<file path="config.mk">
export PLATFORM = sky130hd
export DESIGN_NAME = mem_arb2
export DESIGN_NICKNAME = d
export VERILOG_FILES = /design/src/rtl/mem_arb2.sv
export SDC_FILE = /design/constraint.sdc
export NUM_CORES = 1
export LEC_CHECK = 0
export BUFFER_PORTS_ARGS = -buffer_cell sky130_fd_sc_hd__buf_2
export CAP_MARGIN = 25
export CORE_MARGIN = 2
export CORE_UTILIZATION = 50
export CTS_BUF_LIST = sky130_fd_sc_hd__clkbuf_4 sky130_fd_sc_hd__clkbuf_8 sky130_fd_sc_hd__clkbuf_16
export CTS_CLUSTER_DIAMETER = 40
export CTS_CLUSTER_SIZE = 24
export DETAILED_ROUTE_END_ITERATION = 6
export MAX_ROUTING_LAYER = met4
export PLACE_DENSITY = 0.85
export RECOVER_POWER = 100
export SYNTH_ARGS = -nofsm -noshare
export SYNTH_HDL_FRONTEND = slang
export SYNTH_SLANG_ARGS = --single-unit
</file>
<file path="constraint.sdc">
create_clock -name clk -period 4.4 [get_ports clk]
set_clock_uncertainty 0.1 [all_clocks]
set_input_delay 0.22 -clock clk [delete_from_list [all_inputs] [get_ports clk]]
set_output_delay 0.22 -clock clk [all_outputs]
set_load 0.05 [all_outputs]
</file>
<file path="src/rtl/mem_arb2.sv">
// mem_arb2: two-requester round-robin front end for one single-port memory.
// Serialises requests, routes read data back to the issuer and aborts any
// memory access that stalls past the watchdog limit, flagging it as an error.
//
//   state | meaning
//   IDLE  | waiting for a request; arbitrates and launches the memory access
//   BUSY  | memory access outstanding; watchdog running
//   RESP  | one-cycle ready (and err on timeout) pulse to the granted requester
module mem_arb2 #(
  parameter int WIDTH   = 32,
  parameter int DEPTH   = 256,
  parameter int ADDR    = 8,
  parameter int TIMEOUT = 16
) (
  input  logic             clk,
  input  logic             rst,
  input  logic             r0_valid,
  input  logic             r0_wrbar,
  input  logic [ADDR-1:0]  r0_addr,
  input  logic [WIDTH-1:0] r0_wdata,
  output logic             r0_ready,
  output logic             r0_err,
  output logic [WIDTH-1:0] r0_rdata,
  input  logic             r1_valid,
  input  logic             r1_wrbar,
  input  logic [ADDR-1:0]  r1_addr,
  input  logic [WIDTH-1:0] r1_wdata,
  output logic             r1_ready,
  output logic             r1_err,
  output logic [WIDTH-1:0] r1_rdata,
  output logic             mem_valid,
  output logic             mem_wrbar,
  output logic [ADDR-1:0]  mem_addr,
  output logic [WIDTH-1:0] mem_wdata,
  input  logic [WIDTH-1:0] mem_rdata,
  input  logic             mem_ready
);

  localparam int WDW = $clog2(TIMEOUT);
  localparam logic [WDW-1:0] WD_LAST = WDW'(TIMEOUT - 1);

  // DEPTH only documents the memory size; reject a memory the address cannot reach.
  if (DEPTH > (1 << ADDR)) begin : g_depth_check
    $error("mem_arb2: DEPTH exceeds the ADDR address range");
  end

  typedef enum logic [1:0] {IDLE, BUSY, RESP} state_t;

  state_t           state, state_n;
  logic             gnt, gnt_n;
  logic             last, last_n;
  logic             pick;
  logic [WDW-1:0]   wd, wd_n;
  logic             mem_valid_n, mem_wrbar_n;
  logic [ADDR-1:0]  mem_addr_n;
  logic [WIDTH-1:0] mem_wdata_n;
  logic             r0_ready_n, r1_ready_n, r0_err_n, r1_err_n;
  logic [WIDTH-1:0] r0_rdata_n, r1_rdata_n;

  // State and all registered outputs; reset leaves requester 0 winning the first tie.
  always_ff @(posedge clk or negedge rst) begin
    if (!rst) begin
      state     <= IDLE;
      gnt       <= 1'b0;
      last      <= 1'b1;
      wd        <= '0;
      mem_valid <= 1'b0;
      mem_wrbar <= 1'b0;
      mem_addr  <= '0;
      mem_wdata <= '0;
      r0_ready  <= 1'b0;
      r1_ready  <= 1'b0;
      r0_err    <= 1'b0;
      r1_err    <= 1'b0;
      r0_rdata  <= '0;
      r1_rdata  <= '0;
    end else begin
      state     <= state_n;
      gnt       <= gnt_n;
      last      <= last_n;
      wd        <= wd_n;
      mem_valid <= mem_valid_n;
      mem_wrbar <= mem_wrbar_n;
      mem_addr  <= mem_addr_n;
      mem_wdata <= mem_wdata_n;
      r0_ready  <= r0_ready_n;
      r1_ready  <= r1_ready_n;
      r0_err    <= r0_err_n;
      r1_err    <= r1_err_n;
      r0_rdata  <= r0_rdata_n;
      r1_rdata  <= r1_rdata_n;
    end
  end

  // Arbitration, watchdog and response generation; ready/err default low so they pulse.
  always_comb begin
    state_n     = state;
    gnt_n       = gnt;
    last_n      = last;
    wd_n        = wd;
    mem_valid_n = mem_valid;
    mem_wrbar_n = mem_wrbar;
    mem_addr_n  = mem_addr;
    mem_wdata_n = mem_wdata;
    r0_ready_n  = 1'b0;
    r1_ready_n  = 1'b0;
    r0_err_n    = 1'b0;
    r1_err_n    = 1'b0;
    r0_rdata_n  = r0_rdata;
    r1_rdata_n  = r1_rdata;
    pick        = (r0_valid && r1_valid) ? ~last : r1_valid;

    case (state)
      IDLE: begin
        if (r0_valid || r1_valid) begin
          gnt_n       = pick;
          mem_wrbar_n = pick ? r1_wrbar : r0_wrbar;
          mem_addr_n  = pick ? r1_addr  : r0_addr;
          mem_wdata_n = pick ? r1_wdata : r0_wdata;
          mem_valid_n = 1'b1;
          wd_n        = '0;
          state_n     = BUSY;
        end
      end
      BUSY: begin
        if (mem_ready) begin
          mem_valid_n = 1'b0;
          state_n     = RESP;
          if (gnt) begin
            r1_rdata_n = mem_rdata;
            r1_ready_n = 1'b1;
          end else begin
            r0_rdata_n = mem_rdata;
            r0_ready_n = 1'b1;
          end
        end else if (wd == WD_LAST) begin
          mem_valid_n = 1'b0;
          state_n     = RESP;
          if (gnt) begin
            r1_rdata_n = '0;
            r1_ready_n = 1'b1;
            r1_err_n   = 1'b1;
          end else begin
            r0_rdata_n = '0;
            r0_ready_n = 1'b1;
            r0_err_n   = 1'b1;
          end
        end else begin
          wd_n = wd + WDW'(1);
        end
      end
      RESP: begin
        last_n  = gnt;
        state_n = IDLE;
      end
      default: state_n = IDLE;
    endcase
  end

endmodule

</file>
-- Word-level counts from Yosys, hierarchy flattened
Cells that the tools add are included.
- $add $sub $neg: 1
- multiply operators: 0
- div/mod/pow operators: 0
- magnitude comparators: 0
- eq/ne operators: 7
- shifts and indexed selects: 0
- mux-type cells: 36
- bitwise operators: 2
- reduce and logical (&&, ||, !) cells: 11
- operators by type and width (operator ; number):
    32-bit two-way mux ; 9
    1-bit two-way mux ; 17
    4-bit two-way mux ; 3
    3-bit AND reduction ; 3
    8-bit two-way mux ; 1
    4-bit case mux with 2 select lines ; 1
    2-bit two-way mux ; 3
    2-bit != test, second input constant ; 3
    4-bit by 1-bit adder with 4-bit output, second input constant ; 1
    4-bit equality test, second input constant ; 1
    2-bit case mux with 2 select lines ; 1
    2-bit AND reduction ; 2
    4-bit AND reduction ; 1
    2-bit nonzero test ; 2
    3-bit != test, second input constant ; 1
    2-bit by 1-bit equality test with 1-bit output, second input constant ; 1
    2-bit equality test, second input constant ; 1
    2-bit logical NOT ; 1
    1-bit NOT ; 2
    1-bit case mux with 2 select lines ; 1
    1-bit logical AND ; 1
    1-bit logical OR ; 1
- register bits after elaboration: 118
- latch bits: 0
- bits in writable memories: 0
- bits in read-only memories: 0
- memories: 0

-- Logic depth before layout (Yosys ltp)
Gate-level depths: netlist of the first run.
- depth in word-level cells: 4
- depth in mapped cells: 7
- mapped depth without buffers: 5

-- Worst setup path after synthesis of the first run
OpenSTA, ideal clock, no wires.
- path type: reg2reg
- start: register wd[0]
- end: register wd[3]
- library setup time: 0.126 ns
- arrival: 1.391 ns
- required time: 4.174 ns
- path slack: 2.782 ns
- cell stages (with the launch flop): 6
- clock period less this slack: 1.618 ns
- cells stage by stage: dfrtp_1 -> ha_1 -> a31oi_1 -> nand2_1 -> and3_1 -> a311o_1
- word-level cells in the longest chain between the ends: 4
- ends and longest elaborated chain (element ; line ; RTL):
    start: declaration ; 53 ; logic [WDW-1:0] wd, wd_n;
    start signal: assignment ; 81 ; wd <= wd_n;
    4-bit by 1-bit adder with 4-bit output ; 149 ; wd_n = wd + WDW'(1);
    4-bit two-way mux ; 136 ; end else if (wd == WD_LAST) begin
    4-bit two-way mux ; 126 ; if (mem_ready) begin
    4-bit case mux with 2 select lines ; 113 ; case (state)
Several ways; a longest one is shown, not always the timed one. The select of a mux whose other input is x is not followed.
A chain may end at the register's enable or synchronous reset.

-- Final worst setup path of the first run
- start: register state[1]
- end: register r0_rdata[31]
- word-level cells in the longest chain between the ends: 2
- ends and longest elaborated chain (element ; line ; RTL):
    start: declaration ; 49 ; state_t state, state_n;
    start signal: assignment ; 78 ; state <= state_n;
    2-bit by 1-bit equality test with 1-bit output ; 113 ;
    3-bit AND reduction (no line) ; -- ;
    end signal: assignment ; 90 ; r0_rdata <= r0_rdata_n;
    end: declaration ; 23 ; output logic [WIDTH-1:0] r0_rdata,
No other way between the ends.

==> results of run 1 <==
==> worst min path at each step <==
stage | start | end | slack (ps) | cells past startpoint
after CTS | r1_valid | wd[2] | 230 | 5
after floorplan | rst | gnt | -180 | 0
after global placement | rst | r1_rdata[1] | 350 | 1
final | r0_valid | wd[2] | 260 | 5
after global routing | r0_valid | wd[2] | 250 | 5
after detailed placement | rst | r1_rdata[1] | 360 | 1
==> layout make-up <==
type | count | area [um^2] | share of cell area (%)
Sequential cell | 118 | 2950 | 38.6
Timing Repair Buffer | 354 | 2290 | 29.9
Multi-Input combinational cell | 222 | 1640 | 21.5
Clock buffer | 17 | 414 | 5.42
Clock inverter | 15 | 180 | 2.36
Tap cell | 129 | 161 | 2.11
Inverter | 2 | 7.51 | 0.0982
==> worst min-delay path: cells and delay by family <==
kind / cells / cell delay, ps
buffers and inverters: 1 / 110
AOI/OAI and AO/OA: 3 / 320
and+or+nand+nor: 1 / 160
==> cell usage after synthesis, drive strengths merged <==
library cell  instances
nor2b                 1
nor3b                 1
or3                   1
dfrtp               117
mux2                  2
a31oi                 1
nor2                  3
a21oi                 2
a32o                 64
nand2b                2
inv                   2
and3                  2
a21boi                1
buf                  22
o31ai                 2
ha                    1
and2b                 1
a31o                  1
nor4                  1
a311oi                1
nand2                46
dfstp                 1
and2                  1
a311o                 1
clkbuf               14
nor4b                 1
mux2i                42
o21ai                42
nand3                 2
==> metal layers <==
metal | GRT usage (%) | vias to the layer above | routed length [um]
li1 | - | 2112 | -
met1 | 37.9 | 2434 | 6090
met2 | 57.2 | 344 | 8940
met3 | 8.89 | 59 | 1410
met4 | 18.1 | 0 | 696
met5 | - | - | 0
==> power by group through the flow <==
stage	Clock (mW)	Combinational (mW)	Sequential (mW)
final	1.39	3.25	1.92
after global routing	1.46	3.40	1.97
after global placement	0	3.11	1.86
after detailed placement	0	3.20	1.88
after floorplan	0	0.835	3.45
after CTS	1.39	3.32	1.87
==> state kept, by name, indices dropped and copies added (netlist names) <==
name and count:
r0_ready 1, wd 4, r1_rdata 32, mem_addr 8
r1_err 1, state 2, r0_rdata 32, r1_ready 1
r0_err 1, mem_valid 1, gnt 1, mem_wrbar 1
mem_wdata 32, last 1
==> cell families (layout without fill, tap and decap cells) <==
kind of cell	Yosys count	count (layout)	synth area share (%)
muxes	44	44	9.33
and+or+nand+nor	62	62	5.75
adders and majority gates	1	1	0.261
AOI/OAI and AO/OA	115	115	19.2
buffers and inverters	38	388	3.79
DFF	118	118	61.7
==> metrics.cfg, run 1 <==
[global_routing]
grt_pass1_wl_um=26000
grt_remaining_overflow=0
antenna_found_initial=0
grt_use_total_pct=34.3
grt_pass1_vias=5096
grt_max_degree=86

[power]
powerDensity_nw_per_um2=858
internal-power_mw=3.21
switching_share_pct=51.0
finalPower_mw=6.56
p_seq_share_pct=29.3
power_frac_comb_pct=49.6
pwr-share-clk_pct=21.1
switching_power_mw=3.35
p_leak_nw=3.52
max-vdd-ir-drop_mv=0.466

[flow_run]
maxCapViolations=1

[setup_path]
cp_max_fo=33
worst-path-buf-inv=2
rr_worst_depth=6
crit_chain=nand2b_1, nor2_2, clkbuf_1, nand2_1, buf_16, a32o_1
r2r_slack_ps=1170
cp.depth=6
cp_slowest_cell=clkbuf_1
cp-startpoint=state[1]
crit_family=buffers and inverters
critical_path_arrival_ps=3500
r2r-start=state[1]
cp-endpoint=r0_rdata[31]
rr_endpoint=r0_rdata[31]
max_stage_delay_ps=1140
critPathKind=flop to flop
critPathCaptureType=flop
setup.worst_path.start_class=flop
critPathRequiredTime_ps=4680

[clock_tree]
clock-sinks=118
clockBufferDepth=2
cts_max_level=4
holdBufCountCts=116
cts-resized-gates=0
insertion_delay_ps=500
cts_root_buffer=clkbuf_8
cts_setup_buffers=0
cts_tree=done
cts_inserted_buffers=17
clk_pin_slew_ps=60

[routing]
wirelength_um=17100
drt_iter0_drc=277
viasPerCell=5.77
dr.pass1.iters=7
remaining_drc_errors=0
vias=4949
postRouteAntennaNets=0
wl_per_cell_um=20.0

[yosys]
syn_area_per_cell_um2=12.7
yosysWarnings=0
synth_seq_area_share_pct=61.7
synth_nets=498
synth_area_leaders=dfrtp_1 (61%), a32o_1 (13%), mux2i_1 (8.8%)
syn_area_um2=4790
syn_inst=378
synth_cell_types=35
yosysTopAreaCellShare_pct=61.2
synth-seq-cells=118
synth_top_area_cell=dfrtp_1

[sta]
setup_tns_ps=0
whs_ps=264
worst_slew_pin_slew_ps=1550
post-route-period-util_pct=73.4
slew_violations=34
fin_crit_ps=3230
max-slew-margin-rel_pct=-3.30
setup_violations=0
final_hold_viol_count=0
layout_setup_ws_ps=1170
grt_setup_unrepaired=no
fmax_mhz=310

[die]
core-area_um2=9280
die_h_um=102
rows=35
die_w_um=102
pin_count=229
start_util_pct=51.6
die_area_um2=10400

[layout]
final_cell_area_um2=7650
layout.nets=835
antennaDiodeCount=0
n_fill_cell=569
final_cell_mix=dfrtp_1 (117), dlygate4sd3_1 (117), buf_2 (117)
drive_gt1_share_pct=21.8
syn_to_final_growth_pct=59.7
final_util_pct=82.4
fin_cells=857

[placed_design]
placedInstanceArea_um2=6000
hpwl_um=8800
io_buffers=228
place.gp.congestion=0.812
place_worst_setup_slack_ps=1810
placedCellCount=706

[min_path]
hold_class=input pin to flop

[run_status]
status=finished, violations left
violations=max-capacitance violations, max-slew violations

No activity file was read; power rests on OpenSTA's default activity.
==> run 2: changes to the inputs <==
Settings changed: CORE_UTILIZATION 50 to 42, PLACE_DENSITY 0.85 to 0.77.
Clock period 4.4 ns to 2.7 ns, I/O delays scaled along.
==> run 2 against run 1 <==
The run now ends clean. Final cell count rose by 1.4%. Fmax rose by 36%. Hold slack got worse by 24 ps.
==> metrics.cfg, run 2 (synthesis results as in run 1) <==
[layout]
reg.largest.list=mem_wdata x32, r0_rdata x32, r1_rdata x32
syn_to_final_growth_pct=59.6
final_cell_mix=dfrtp_1 (117), buf_2 (117), dlygate4sd3_1 (116)
antennaDiodeCount=0
n_fill_cell=789
fin_cells=869
drive_gt1_share_pct=22.2
layout.nets=836

[routing]
wirelength_um=15100
viasPerCell=5.41
postRouteAntennaNets=0
dr.pass1.iters=5
drt_iter0_drc=541
wl_per_cell_um=17.4
vias=4700
remaining_drc_errors=0

[die]
core-area_um2=11000
die_h_um=111
start_util_pct=43.6
die_w_um=111
pin_count=229
rows=38
die_area_um2=12300

[setup_path]
critPathKind=flop to flop
critPathCaptureType=flop
setup.worst_path.start_class=flop
cp_max_fo=13
r2r_slack_ps=330
critPathRequiredTime_ps=2870
critical_path_arrival_ps=2540

[global_routing]
grt_use_total_pct=25.9
grt_pass1_wl_um=24800
antenna_found_initial=0
grt_pass1_vias=5013
grt_remaining_overflow=0
grt_max_degree=66

[clock_tree]
clock-sinks=118
cts_max_level=4
cts_tree=done
clk_pin_slew_ps=50
cts_root_buffer=clkbuf_16
clockBufferDepth=2
cts_inserted_buffers=17
insertion_delay_ps=400

[power]
p_leak_nw=3.51
max-vdd-ir-drop_mv=0.859
powerDensity_nw_per_um2=1380

[sta]
post-route-period-util_pct=87.8
final_hold_viol_count=0
grt_setup_unrepaired=no
setup_tns_ps=0
fin_crit_ps=2370
setup_violations=0
fmax_mhz=422
slew_violations=0
max-slew-margin-rel_pct=15.8
worst_slew_pin_slew_ps=1260

[placed_design]
hpwl_um=8500
place.gp.congestion=0.821
placedCellCount=721
io_buffers=228

[flow_run]
maxCapViolations=0

[run_status]
status=completed

[min_path]
hold_class=input pin to flop

==> run 2: cell types whose count changed in the layout (fill, tap and decap cells not counted), moves of 2 or more <==
cell,previous run,this run
clkinvlp_4,2,4
clkbuf_4,0,3
buf_16,2,0
o21ai_1,3,6
clkbuf_2,1,4
clkinv_4,4,1
o21ai_0,39,36
==> run 2: timing repair <==
item,CTS,global route
hold buffers,116,0
resized for setup,0,0
buffers inserted,0,0
endpoints found under the hold margin,153,0
==> run 2: worst max-delay path, cell delays in order (launching register included) <==
cell           delay (ps)
dfstp_1               390
a21boi_4              480
clkbuf_2              370
mux2i_1               240
dlygate4sd3_1         570
o21ai_0                70
==> run 2: routing by layer <==
layer	global-route usage, %	up-vias	share of wire, %
met1	31.9	2294	42
met5	-	-	0
li1	-	2109	-
met3	7.11	31	7.8
met4	9.83	0	2.3
met2	41.0	266	48
==> run 2: worst paths after layout <==
kind	endpoint	startpoint	cells after the start
worst min-delay path	gnt	r0_valid	3
worst max register to register	mem_wdata[2]	last	5
min in group asynchronous	r0_rdata[7]	rst	2
max in group asynchronous	r1_rdata[15]	rst	3
worst max-delay path	mem_wdata[2]	last	5
worst min register to register	mem_addr[1]	mem_addr[1]	2
==> run 2: cell type report <==
| cell class | instances | area [um^2] | area share, % |
|---|---|---|---|
| Clock buffer | 20 | 454 | 5.94 |
| Clock inverter | 12 | 153 | 2.00 |
| Inverter | 2 | 7.51 | 0.0982 |
| Multi-Input combinational cell | 222 | 1660 | 21.7 |
| Sequential cell | 118 | 2950 | 38.7 |
| Tap cell | 140 | 175 | 2.29 |
| Timing Repair Buffer | 355 | 2240 | 29.3 |
==> run 2: power by group <==
part | internal [mW] | switching [mW]
Combinational | 1.22 | 3.96
Sequential | 2.58 | 0.487
Clock | 1.49 | 0.783
==> run 2: stage by stage <==
step,hold slack (ps),setup WS [ps],cell area (um^2),power (mW),utilization [%]
final,239,329,7640,10.5,69.6
after global routing,249,162,7640,11.0,69.6
after CTS,196,454,7820,10.8,71.2
after detailed placement,106,772,6050,8.26,55.1
after global placement,95.8,814,6050,8.14,55.1
after floorplan,-261,1080,4790,6.99,-
